**src/rtl/fsm_run_ctrl_pkg.sv**
```systemverilog
// Shared definitions for the fsm_run_ctrl sequencer: state encodings and state width.
// The encodings are fixed so that a testbench can observe the state register directly.
package fsm_run_ctrl_pkg;

    localparam int unsigned STATE_W = 3;

    typedef enum logic [STATE_W-1:0] {
        ST_IDLE  = 3'd0,
        ST_CLEAR = 3'd1,
        ST_SHIFT = 3'd2,
        ST_DRAIN = 3'd3,
        ST_DONE  = 3'd4
    } state_e;

endpackage

```
**src/rtl/hit_counter.sv**
```systemverilog
// Detection-pulse counter with synchronous clear.
// Wraps modulo 2^CNT_W by default; saturates at all-ones when FSM_RUN_CTRL_SAT_EN is defined.
module hit_counter #(
    parameter int unsigned CNT_W = 4
) (
    input  logic             clock,
    input  logic             reset,
    input  logic             clr,
    input  logic             inc,
    output logic [CNT_W-1:0] cnt
);

    logic [CNT_W-1:0] cnt_q;
    logic [CNT_W-1:0] cnt_d;

    always_comb begin
        cnt_d = cnt_q;
        if (clr) begin
            cnt_d = '0;
        end else if (inc) begin
`ifdef FSM_RUN_CTRL_SAT_EN
            if (cnt_q != {CNT_W{1'b1}}) begin
                cnt_d = cnt_q + CNT_W'(1);
            end
`else
            cnt_d = cnt_q + CNT_W'(1);
`endif
        end
    end

    always_ff @(posedge clock or negedge reset) begin
        if (!reset) begin
            cnt_q <= '0;
        end else begin
            cnt_q <= cnt_d;
        end
    end

    assign cnt = cnt_q;

endmodule

```
**src/rtl/fsm_run_ctrl.sv**
```systemverilog
// Sequencer that loads a pattern, clears the detector, shifts the pattern out MSB-first and
// counts Mealy/Moore hits. Counters saturate instead of wrapping under FSM_RUN_CTRL_SAT_EN.
module fsm_run_ctrl
    import fsm_run_ctrl_pkg::*;
#(
    parameter int unsigned DATA_W = 8,
    parameter int unsigned CNT_W  = 4
) (
    input  logic              clock,
    input  logic              reset,
    input  logic              start,
    input  logic [DATA_W-1:0] data_in,
    input  logic              count_me,
    input  logic              count_mo,
    output logic              w,
    output logic              fsm_clr,
    output logic              busy,
    output logic              done,
    output logic [CNT_W-1:0]  me_hits,
    output logic [CNT_W-1:0]  mo_hits
);

    localparam int unsigned BCNT_W = $clog2(DATA_W + 1);
    localparam logic [BCNT_W-1:0] LAST_BIT = BCNT_W'(DATA_W - 1);

    state_e              state_q, state_d;
    logic [DATA_W-1:0]   shift_q, shift_d;
    logic [BCNT_W-1:0]   bit_cnt_q, bit_cnt_d;
    logic                w_q, w_d;
    logic                fsm_clr_q, fsm_clr_d;
    logic                busy_q, busy_d;
    logic                done_q, done_d;
    logic                me_en_q, me_en_d;
    logic                mo_en_q, mo_en_d;

    // Outputs are registered from the current state, so the detector sees each phase one
    // cycle after the state is entered; the count enables are delayed the same way.
    always_comb begin
        state_d   = state_q;
        shift_d   = shift_q;
        bit_cnt_d = bit_cnt_q;
        w_d       = 1'b0;
        fsm_clr_d = 1'b0;
        busy_d    = 1'b0;
        done_d    = 1'b0;
        me_en_d   = 1'b0;
        mo_en_d   = 1'b0;
        case (state_q)
            ST_IDLE: begin
                if (start) begin
                    shift_d = data_in;
                    state_d = ST_CLEAR;
                end
            end
            ST_CLEAR: begin
                fsm_clr_d = 1'b1;
                busy_d    = 1'b1;
                bit_cnt_d = '0;
                state_d   = ST_SHIFT;
            end
            ST_SHIFT: begin
                busy_d    = 1'b1;
                w_d       = shift_q[DATA_W-1];
                shift_d   = {shift_q[DATA_W-2:0], 1'b0};
                me_en_d   = 1'b1;
                // Moore output reflects the previous bit, so the first shifted bit has no hit yet
                mo_en_d   = (bit_cnt_q != '0);
                bit_cnt_d = bit_cnt_q + BCNT_W'(1);
                if (bit_cnt_q == LAST_BIT) begin
                    state_d = ST_DRAIN;
                end
            end
            ST_DRAIN: begin
                busy_d  = 1'b1;
                mo_en_d = 1'b1;
                state_d = ST_DONE;
            end
            ST_DONE: begin
                done_d    = 1'b1;
                bit_cnt_d = '0;
                state_d   = ST_IDLE;
            end
            default: begin
                state_d = ST_IDLE;
            end
        endcase
    end

    always_ff @(posedge clock or negedge reset) begin
        if (!reset) begin
            state_q   <= ST_IDLE;
            shift_q   <= '0;
            bit_cnt_q <= '0;
            w_q       <= 1'b0;
            fsm_clr_q <= 1'b0;
            busy_q    <= 1'b0;
            done_q    <= 1'b0;
            me_en_q   <= 1'b0;
            mo_en_q   <= 1'b0;
        end else begin
            state_q   <= state_d;
            shift_q   <= shift_d;
            bit_cnt_q <= bit_cnt_d;
            w_q       <= w_d;
            fsm_clr_q <= fsm_clr_d;
            busy_q    <= busy_d;
            done_q    <= done_d;
            me_en_q   <= me_en_d;
            mo_en_q   <= mo_en_d;
        end
    end

    hit_counter #(.CNT_W(CNT_W)) u_me_cnt (
        .clock (clock),
        .reset (reset),
        .clr   (state_q == ST_CLEAR),
        .inc   (me_en_q & count_me),
        .cnt   (me_hits)
    );

    hit_counter #(.CNT_W(CNT_W)) u_mo_cnt (
        .clock (clock),
        .reset (reset),
        .clr   (state_q == ST_CLEAR),
        .inc   (mo_en_q & count_mo),
        .cnt   (mo_hits)
    );

    assign w       = w_q;
    assign fsm_clr = fsm_clr_q;
    assign busy    = busy_q;
    assign done    = done_q;

endmodule
```
**config.mk**
```make
export PLATFORM = sky130hd
export DESIGN_NAME = fsm_run_ctrl
export DESIGN_NICKNAME = d
export VERILOG_FILES = /design/src/rtl/fsm_run_ctrl_pkg.sv /design/src/rtl/hit_counter.sv /design/src/rtl/fsm_run_ctrl.sv
export SDC_FILE = /design/constraint.sdc
export NUM_CORES = 1
export LEC_CHECK = 0
export CELL_PAD_IN_SITES_DETAIL_PLACEMENT = 0
export CELL_PAD_IN_SITES_GLOBAL_PLACEMENT = 1
export CORE_MARGIN = 3
export CORE_UTILIZATION = 29
export CTS_BUF_LIST = sky130_fd_sc_hd__clkbuf_8
export CTS_CLUSTER_DIAMETER = 60
export DETAILED_ROUTE_END_ITERATION = 8
export PLACE_DENSITY = 0.62
export SKIP_LAST_GASP = 1
export SYNTH_ARGS = -nofsm -noshare
export SYNTH_HDL_FRONTEND = slang
export SYNTH_SLANG_ARGS = --single-unit
```
**constraint.sdc**
```tcl
create_clock -name clock -period 4.1 [get_ports clock]
set_input_delay 0.82 -clock clock [delete_from_list [all_inputs] [get_ports clock]]
set_output_delay 0.82 -clock clock [all_outputs]
set_load 0.02 [all_outputs]
```
Yosys cells after proc, flatten, opt, wreduce, memory -nomap -nowiden
Cells that the tools add are included.
{"block": "totals", "word_cells": 49, "inputBits": 13, "ff_bits": 29, "memories": 0, "ram_bits": 0, "latch_bits": 0, "mem_bits_ro": 0, "output_inout_bits": 12}
{"block": "op_classes", "order_cmp": 0, "shift": 0, "bitwise": 2, "addsub": 3, "div_mod_pow": 0, "n_mux": 16, "reduce_logical": 10, "multipliers": 0, "eq_ne": 7}
{"operator": "4-bit 2-to-1 mux", "count": 4}
{"operator": "8-bit case mux with 2 select lines", "count": 1}
{"operator": "4-bit by 1-bit adder with 4-bit output (second input constant)", "count": 3}
{"operator": "3-bit case mux with 4 select lines", "count": 1}
{"operator": "8-bit 2-to-1 mux", "count": 1}
{"operator": "4-bit case mux with 2 select lines", "count": 1}
{"operator": "2-bit nonzero test", "count": 4}
{"operator": "3-bit by 2-bit == test with 1-bit output (second input constant)", "count": 2}
{"operator": "3-bit 2-to-1 mux", "count": 2}
{"operator": "1-bit 2-to-1 mux", "count": 5}
{"operator": "4-bit by 3-bit == test with 1-bit output (second input constant)", "count": 1}
{"operator": "2-bit != test (second input constant)", "count": 2}
{"operator": "2-bit AND reduction", "count": 2}
{"operator": "4-bit nonzero test", "count": 1}
{"operator": "3-bit by 1-bit == test with 1-bit output (second input constant)", "count": 1}
{"operator": "3-bit == test (second input constant)", "count": 1}
{"operator": "3-bit logical NOT", "count": 1}
{"operator": "3-bit OR reduction", "count": 1}
{"operator": "1-bit bitwise AND", "count": 2}
{"operator": "1-bit case mux with 2 select lines", "count": 1}
{"operator": "2-bit OR reduction", "count": 1}

Longest topological paths before layout
Gate-level depths: netlist (run 1).
{"block": "depth", "depth_word": 3, "mapped_depth": 5, "depth_no_buf": 4}

By module
A second synthesis (run 1) with hierarchy kept.
{"block": "hier_totals", "cells_unflattened": 113, "area_unflattened_um2": 1390.1}
{"module": "fsm_run_ctrl", "cells_each": 81, "area_each_um2": 1004.7, "instances": 1, "seq_area_each_um2": 525.5}
{"module": "hit_counter", "cells_each": 16, "area_each_um2": 192.7, "instances": 2, "seq_area_each_um2": 100.1}

Worst setup path after synthesis (run 1)
No wires, ideal clock.
{"block": "synth_timing", "kind": "reg-to-reg", "startpoint": "reg state_q[0]", "endpoint": "reg shift_q[4]", "t_required_ns": 3.975, "synth_period_minus_slack_ns": 1.575, "setup_time_ns": 0.125, "setup_slack_ns": 2.525, "t_arrival_ns": 1.450, "n_path_buf": 2, "stages_incl_launch_ff": 6, "cell_sequence": "dfrtp_1 -> buf_6 -> nor3b_4 -> buf_6 -> mux2_4 -> mux2_2"}
{"block": "synth_between", "elab_chain_len": 3, "word_cells_on_any_way": 6, "cone_classes": "eq/ne: 2; mux: 1; reduce/logical: 3"}
{"item": "start: declaration", "line": "fsm_run_ctrl.sv:26", "text": "state_e state_q, state_d;"}
{"item": "start signal: assignment", "line": "fsm_run_ctrl.sv:101", "text": "state_q <= state_d;"}
{"item": "3-bit by 2-bit == test with 1-bit output / 3-bit logical NOT (equally long branches)", "line": "fsm_run_ctrl.sv:48", "text": "case (state_q)"}
{"item": "2-bit nonzero test (no line) / 2-bit != test (equally long branches)"}
{"item": "2-bit AND reduction (no line)"}
{"item": "end signal: assignment", "line": "fsm_run_ctrl.sv:102", "text": "shift_q <= shift_d;"}
{"item": "end: declaration", "line": "fsm_run_ctrl.sv:27", "text": "logic [DATA_W-1:0] shift_q, shift_d;"}
Parallel ways exist; a longest one is shown, timed or not.
A chain may end at the register's enable or synchronous reset.

Worst setup path after layout (run 1)
{"block": "layout_timing", "startpoint": "reg u_me_cnt.cnt_q[0] (netlist: u_me_cnt.cnt[0])", "endpoint": "out me_hits[0]"}
{"item": "start: declaration", "line": "hit_counter.sv:13", "text": "logic [CNT_W-1:0] cnt_q;"}
{"item": "start signal: assignment", "line": "hit_counter.sv:35", "text": "cnt_q <= cnt_d;"}
{"item": "end: declaration", "line": "fsm_run_ctrl.sv:19", "text": "output logic [CNT_W-1:0] me_hits,"}
No word-level cell between the ends.

==> qor.csv, run 1 <==
metric,value,unit
Top Family by Delay on Critical Path,buffers and inverters,
io pins,25,
DRT iter0 DRCs,34,
Cell Count Post-Placement,187,
Num CTS Buffers,5,
CTS Root Cell,clkbuf_8,
chip width,74.6,um
DRC Markers,0,
Slew @ Worst Pin,0.646,ns
GRT overflow,0,
antenna violations before repair,0,
slew margin rel.,56.9,%
Setup TNS,0,ns
"EDFF count, synth",0,
syn nets,131,
Final min period,2.13,ns
H-tree levels,2,
MaxCap Viol Count,0,
initial core utilization,30.7,%
row cnt,24,
dpl hpwl,1660,um
Mean Syn Cell Area,12.0,um^2
first-pass GRT wire length,4050,um
DR vias,926,
Synth Cell Area,1360,um^2
worst vdd rail ir drop,324,uV
Gate Count Post-Synth,114,
gr usage total,9.73,%
Synth Warn #,0,
worst hold path type,flop to flop,
R2R depth,3,
synthesis-stage register bit count,29,
CTS tree,yes,
Setup WS pre-CTS,1.92,ns
clk buf depth,2,
die area,5560,um^2
Worst path depth,1,
CP peak stage delay,0.63,ns
Worst Setup End Kind,output port,
Most used DFF post-synth,dfrtp_1,
Via density,4.75,
vias in the first global route,919,
Layout Utilization,38.9,%
"Data required, critical path",3.28,ns
Hold Fails Final Rpt,0,
post-synthesis sequential area ratio,53.2,%
Worst Skew,0.00182,ns
hold depth,1,
largest net degree at the start of global routing,30,
PwrDens,694,nW/um^2
RSZ-0062 raised after global routing,no,
share of cells above drive strength 1,16.8,%
Sink Count,29,
async set-reset flop share out of synthesis,100,%
Routed WL per cell,12.2,um
# diodes,0,
drt pass-1 iters,4,
CP Launch Type,flop,
max-slew violation count,0,
"Period Utilization, post-route",52.0,%
Die Y,74.6,um
CTS clock-pin slew for the worst setup and hold paths,0.06,ns
# hold bufs at CTS,0,
WP data arrival,1.31,ns
Core ar.,4440,um^2
Final nets,159,
final worst slack,1.97,ns
worst-path cell chain,clkdlybuf4s50_1,
status,"complete, no violations",
clock latency on the worst-skew pair,0.27,ns
# setup viols final,0,
Buffers & Inverters on Critical Path,1,
Overall Power,1.20,mW
"Distinct cells, synth",31,
FMAX,469,MHz
area grow syn2layout,26.6,%
leakage,0.769,nW
Setup CP Type,flop to output port,
DRT antenna net count,0,
Post-CTS Resized,0,
I/O Buffers,24,
CP max-delay cell,clkdlybuf4s50_1,
crit-path max FO,4,
Routability Congestion,0.745,
Post-CTS Repair Setup Buffers,0,
Total Wirelength,2370,um
Layout Cells excl Fill,195,
[power breakdown]
group,total (mW),leakage [nW],switching [mW],internal (mW)
logic,0.471,0.347,0.211,0.260
clock network,0.219,0.0491,0.104,0.115
registers,0.509,0.373,0.109,0.400
[per-stage QoR]
| step | hold WS (ns) | instance area, um^2 |
|---|---|---|
| 3_3_place_gp | 0.465 | 1640 |
| 3_5_place_dp | 0.472 | 1640 |
| 6_report | 0.477 | 1730 |
| 2_1_floorplan | 0.447 | 1360 |
| 5_1_grt | 0.515 | 1730 |
| 4_1_cts | 0.486 | 1730 |
[synth_stat cells, types with 4 or more instances]
cell type   n  area [um^2]
nand3_1     6         30.0
mux2_4      4         60.1
nor2_1      9         33.8
xor2_1      5         43.8
dfrtp_1    29          726
ha_1        4         50.1
mux2_2     10          113
nand2_1     8         30.0
o21ai_0     4         20.0
a21oi_1     5         25.0
[final timing paths]
check                                 from               to  slack, ns
min in group asynchronous            reset  u_mo_cnt.cnt[3]       0.93
min reg2reg                     shift_q[7]                w       0.48
min                             shift_q[7]                w       0.48
max                        u_me_cnt.cnt[0]       me_hits[0]       1.97
max in group asynchronous            reset  u_me_cnt.cnt[1]       2.88
max reg2reg                     state_q[1]       shift_q[3]       2.15
[final cells by class]
| class | instances | area [um^2] |
|---|---|---|
| tap | 52 | 65.1 |
| clock inverter | 3 | 13.8 |
| sequential | 29 | 726 |
| fill | 442 | 2720 |
| inverter | 3 | 11.3 |
| multi-input combinational | 78 | 594 |
| clock buffer | 5 | 68.8 |
| timing repair buffer | 25 | 248 |
[layer usage]
| layer | routed length [um] | vias to the layer above | GRT usage, % | part of all wire (%) |
|---|---|---|---|---|
| met5 | 0 | - | 0 | 0 |
| met4 | 21 | 0 | 5.34 | 0.88 |
| met3 | 116 | 4 | 3.51 | 4.9 |
| met2 | 1120 | 21 | 14.8 | 47 |
| met1 | 1110 | 448 | 11.9 | 47 |
| li1 | - | 453 | - | - |
[kinds of logic (layout without fill, tap and decap cells)]
kind of cell	count (synthesis)	after routing	share of synthesized area, %
buf+inv	7	36	3.21
fa+ha+maj	4	4	3.67
xor+xnor	5	5	3.21
flops	29	29	53.2
simple gates	38	38	15.8
mux	14	14	12.7
compound gates	17	17	8.26
[sequential cells by signal (all words and copies together) (netlist names)]
register	cells
fsm_clr	1
done	1
u_mo_cnt.cnt	4
shift_q	8
mo_en_q	1
busy	1
u_me_cnt.cnt	4
state_q	3
me_en_q	1
bit_cnt_q	4
w	1
[cell usage in the layout, fill, tap and decap left out, types with 2 or more instances in the layout]
master and n:
o21ai_0 4, clkdlybuf4s50_1 24, nand2b_1 2, a21oi_1 5, clkinv_2 2, mux2_4 4
ha_1 4, clkbuf_8 5, nor2_1 9, mux2_2 10, nand3_1 6, and2_1 2
inv_1 3, nor3b_1 2, xor2_1 5, nand2_1 8, a21o_1 2, or3_1 2
nor4b_1 2, dfrtp_1 29
(Power assumes the default switching activity.)
==> run 2: changes to the inputs <==
--- a/config.mk
+++ b/config.mk
@@ -12,7 +12,7 @@
 export CTS_BUF_LIST = sky130_fd_sc_hd__clkbuf_8
 export CTS_CLUSTER_DIAMETER = 60
 export DETAILED_ROUTE_END_ITERATION = 8
-export PLACE_DENSITY = 0.62
+export PLACE_DENSITY = 0.64
 export SKIP_LAST_GASP = 1
 export SYNTH_ARGS = -nofsm -noshare
 export SYNTH_HDL_FRONTEND = slang
==> constraint.sdc (replaced) <==
create_clock -name clock -period 1.9 [get_ports clock]
set_input_delay 0.38 -clock clock [delete_from_list [all_inputs] [get_ports clock]]
set_output_delay 0.38 -clock clock [all_outputs]
set_load 0.02 [all_outputs]
==> run 2 against run 1 <==
Effect of this change: utilization increased by 0.76 points; critical endpoint unchanged; combinational power up 150%; sequential power grew 100%; clock skew up 0.0021 ns; largest cell class unchanged; final cell count rose by 1.5%; via count increased by 1.5%.
==> qor.csv, run 2 (synthesized netlist as in run 1, its figures left out) <==
metric,value,unit
die area,5560,um^2
area of the multi-input gates,594,um^2
Setup TNS,0,ns
Num CTS Buffers,5,
Routed WL per cell,12.6,um
row cnt,24,
"Data required, critical path",1.52,ns
clk buf depth,2,
Buffers & Inverters on Critical Path,1,
hold depth,1,
Layout Utilization,39.6,%
CTS tree,yes,
DRC Markers,0,
Fillers,451,
dpl hpwl,1810,um
# hold bufs at CTS,0,
H-tree levels,2,
Hold WS,0.475,ns
final worst slack,0.208,ns
"Period Utilization, post-route",89.0,%
PwrDens,1530,nW/um^2
metal3 WL,152,um
Post-CTS Resized,0,
crit-path max FO,4,
DR vias,940,
Biggest register,shift_q,
register area,726,um^2
RSZ-0062 raised after global routing,no,
max-slew violation count,0,
Worst path depth,1,
Final nets,163,
drt pass-1 iters,5,
Sw Share,34.7,%
CP max-delay cell,clkdlybuf4s50_1,
worst-path cell chain,clkdlybuf4s50_1,
CTS Root Cell,clkbuf_8,
worst vdd rail ir drop,559,uV
GRT overflow,0,
DRT antenna net count,0,
I/O Buffers,24,
io pins,25,
worst hold path type,flop to flop,
share of cells above drive strength 1,18.5,%
FMAX,591,MHz
Clock power frac,18.1,%
area of placed instances,1670,um^2
highest metal used,met4,
Top Family by Delay on Critical Path,buffers and inverters,
Final min period,1.69,ns
CTS clock-pin slew for the worst setup and hold paths,0.06,ns
internal power,1.75,mW
Setup CP Type,flop to output port,
Setup WS pre-CTS,0.153,ns
Sink Count,29,
first-pass GRT wire length,4640,um
CP peak stage delay,0.63,ns
Psw,0.933,mW
# diodes,0,
max reg flops,8,
largest net degree at the start of global routing,30,
gr usage total,10.9,%
routed wl met2,1100,um
leakage,0.789,nW
met1 WL,1230,um
highest-count cells in the layout ignoring fill and taps,"dfrtp_1, clkdlybuf4s50_1, mux2_2",
antenna violations before repair,0,
area grow syn2layout,29.1,%
logic gate share of total power,43.4,%
Total Wirelength,2490,um
CP Launch Type,flop,
"commonest non-fill, non-tap cell in the layout",dfrtp_1,
# setup viols final,0,
Core ar.,4440,um^2
DRT iter0 DRCs,29,
Worst Skew,0.00396,ns
WP data arrival,1.31,ns
Hold Fails Final Rpt,0,
Via density,4.75,
Worst Setup End Kind,output port,
sequential group share of total power,38.5,%
"Design Area, Final",1760,um^2
MaxCap Viol Count,0,
initial core utilization,30.7,%
chip width,74.6,um
slew margin rel.,70.0,%
Post-CTS Repair Setup Buffers,0,
vias in the first global route,1034,
Die Y,74.6,um
Slew @ Worst Pin,0.451,ns
status,"complete, no violations",
Routability Congestion,0.728,
R2R depth,4,
clock latency on the worst-skew pair,0.27,ns
run 2: cell count changes in the layout (fill, tap and decap cells not counted):
cell | before | now
buf_4 | 1 | 5
clkbuf_8 | 5 | 6
clkinv_2 | 2 | 0
run 2: stage by stage:
stage / power, mW / instances
finish: 2.69 / 198
CTS: 2.73 / 198
detailed placement: 2.23 / 191
global route: 2.94 / 198
global placement: 2.18 / 191
floorplan: 1.86 / 114
run 2: worst paths after layout:
| path | start | end | slack, ns |
|---|---|---|---|
| worst max-delay path | u_me_cnt.cnt[0] | me_hits[0] | 0.21 |
| worst min-delay path | shift_q[7] | w | 0.48 |
| worst max register to register | state_q[0] | shift_q[1] | 0.35 |
| worst min register to register | shift_q[7] | w | 0.48 |
| max in group asynchronous | reset | u_me_cnt.cnt[3] | 1.13 |
| min in group asynchronous | reset | u_mo_cnt.cnt[2] | 0.49 |
run 2: power by group through the flow:
| stage | Sequential [mW] | Combinational [mW] | Clock (mW) |
|---|---|---|---|
| 2_1_floorplan | 1.10 | 0.759 | 0 |
| 3_3_place_gp | 1.04 | 1.14 | 0 |
| 3_5_place_dp | 1.05 | 1.18 | 0 |
| 4_1_cts | 1.03 | 1.19 | 0.512 |
| 5_1_grt | 1.07 | 1.31 | 0.547 |
| 6_report | 1.03 | 1.17 | 0.486 |
run 2: cell type report:
cell class / instances / area share (%)
Clock buffer: 6 / 4.69
Clock inverter: 1 / 0.213
Inverter: 3 / 0.640
Multi-Input combinational cell: 78 / 33.8
Sequential cell: 29 / 41.2
Tap cell: 52 / 3.70
Timing Repair Buffer: 29 / 15.8
run 2: per-layer routing:
metal / GRT usage, % / vias to the layer above
met5: 0 / -
met4: 3.56 / 0
met3: 4.19 / 2
met2: 17.5 / 24
met1: 13.6 / 452
li1: - / 462
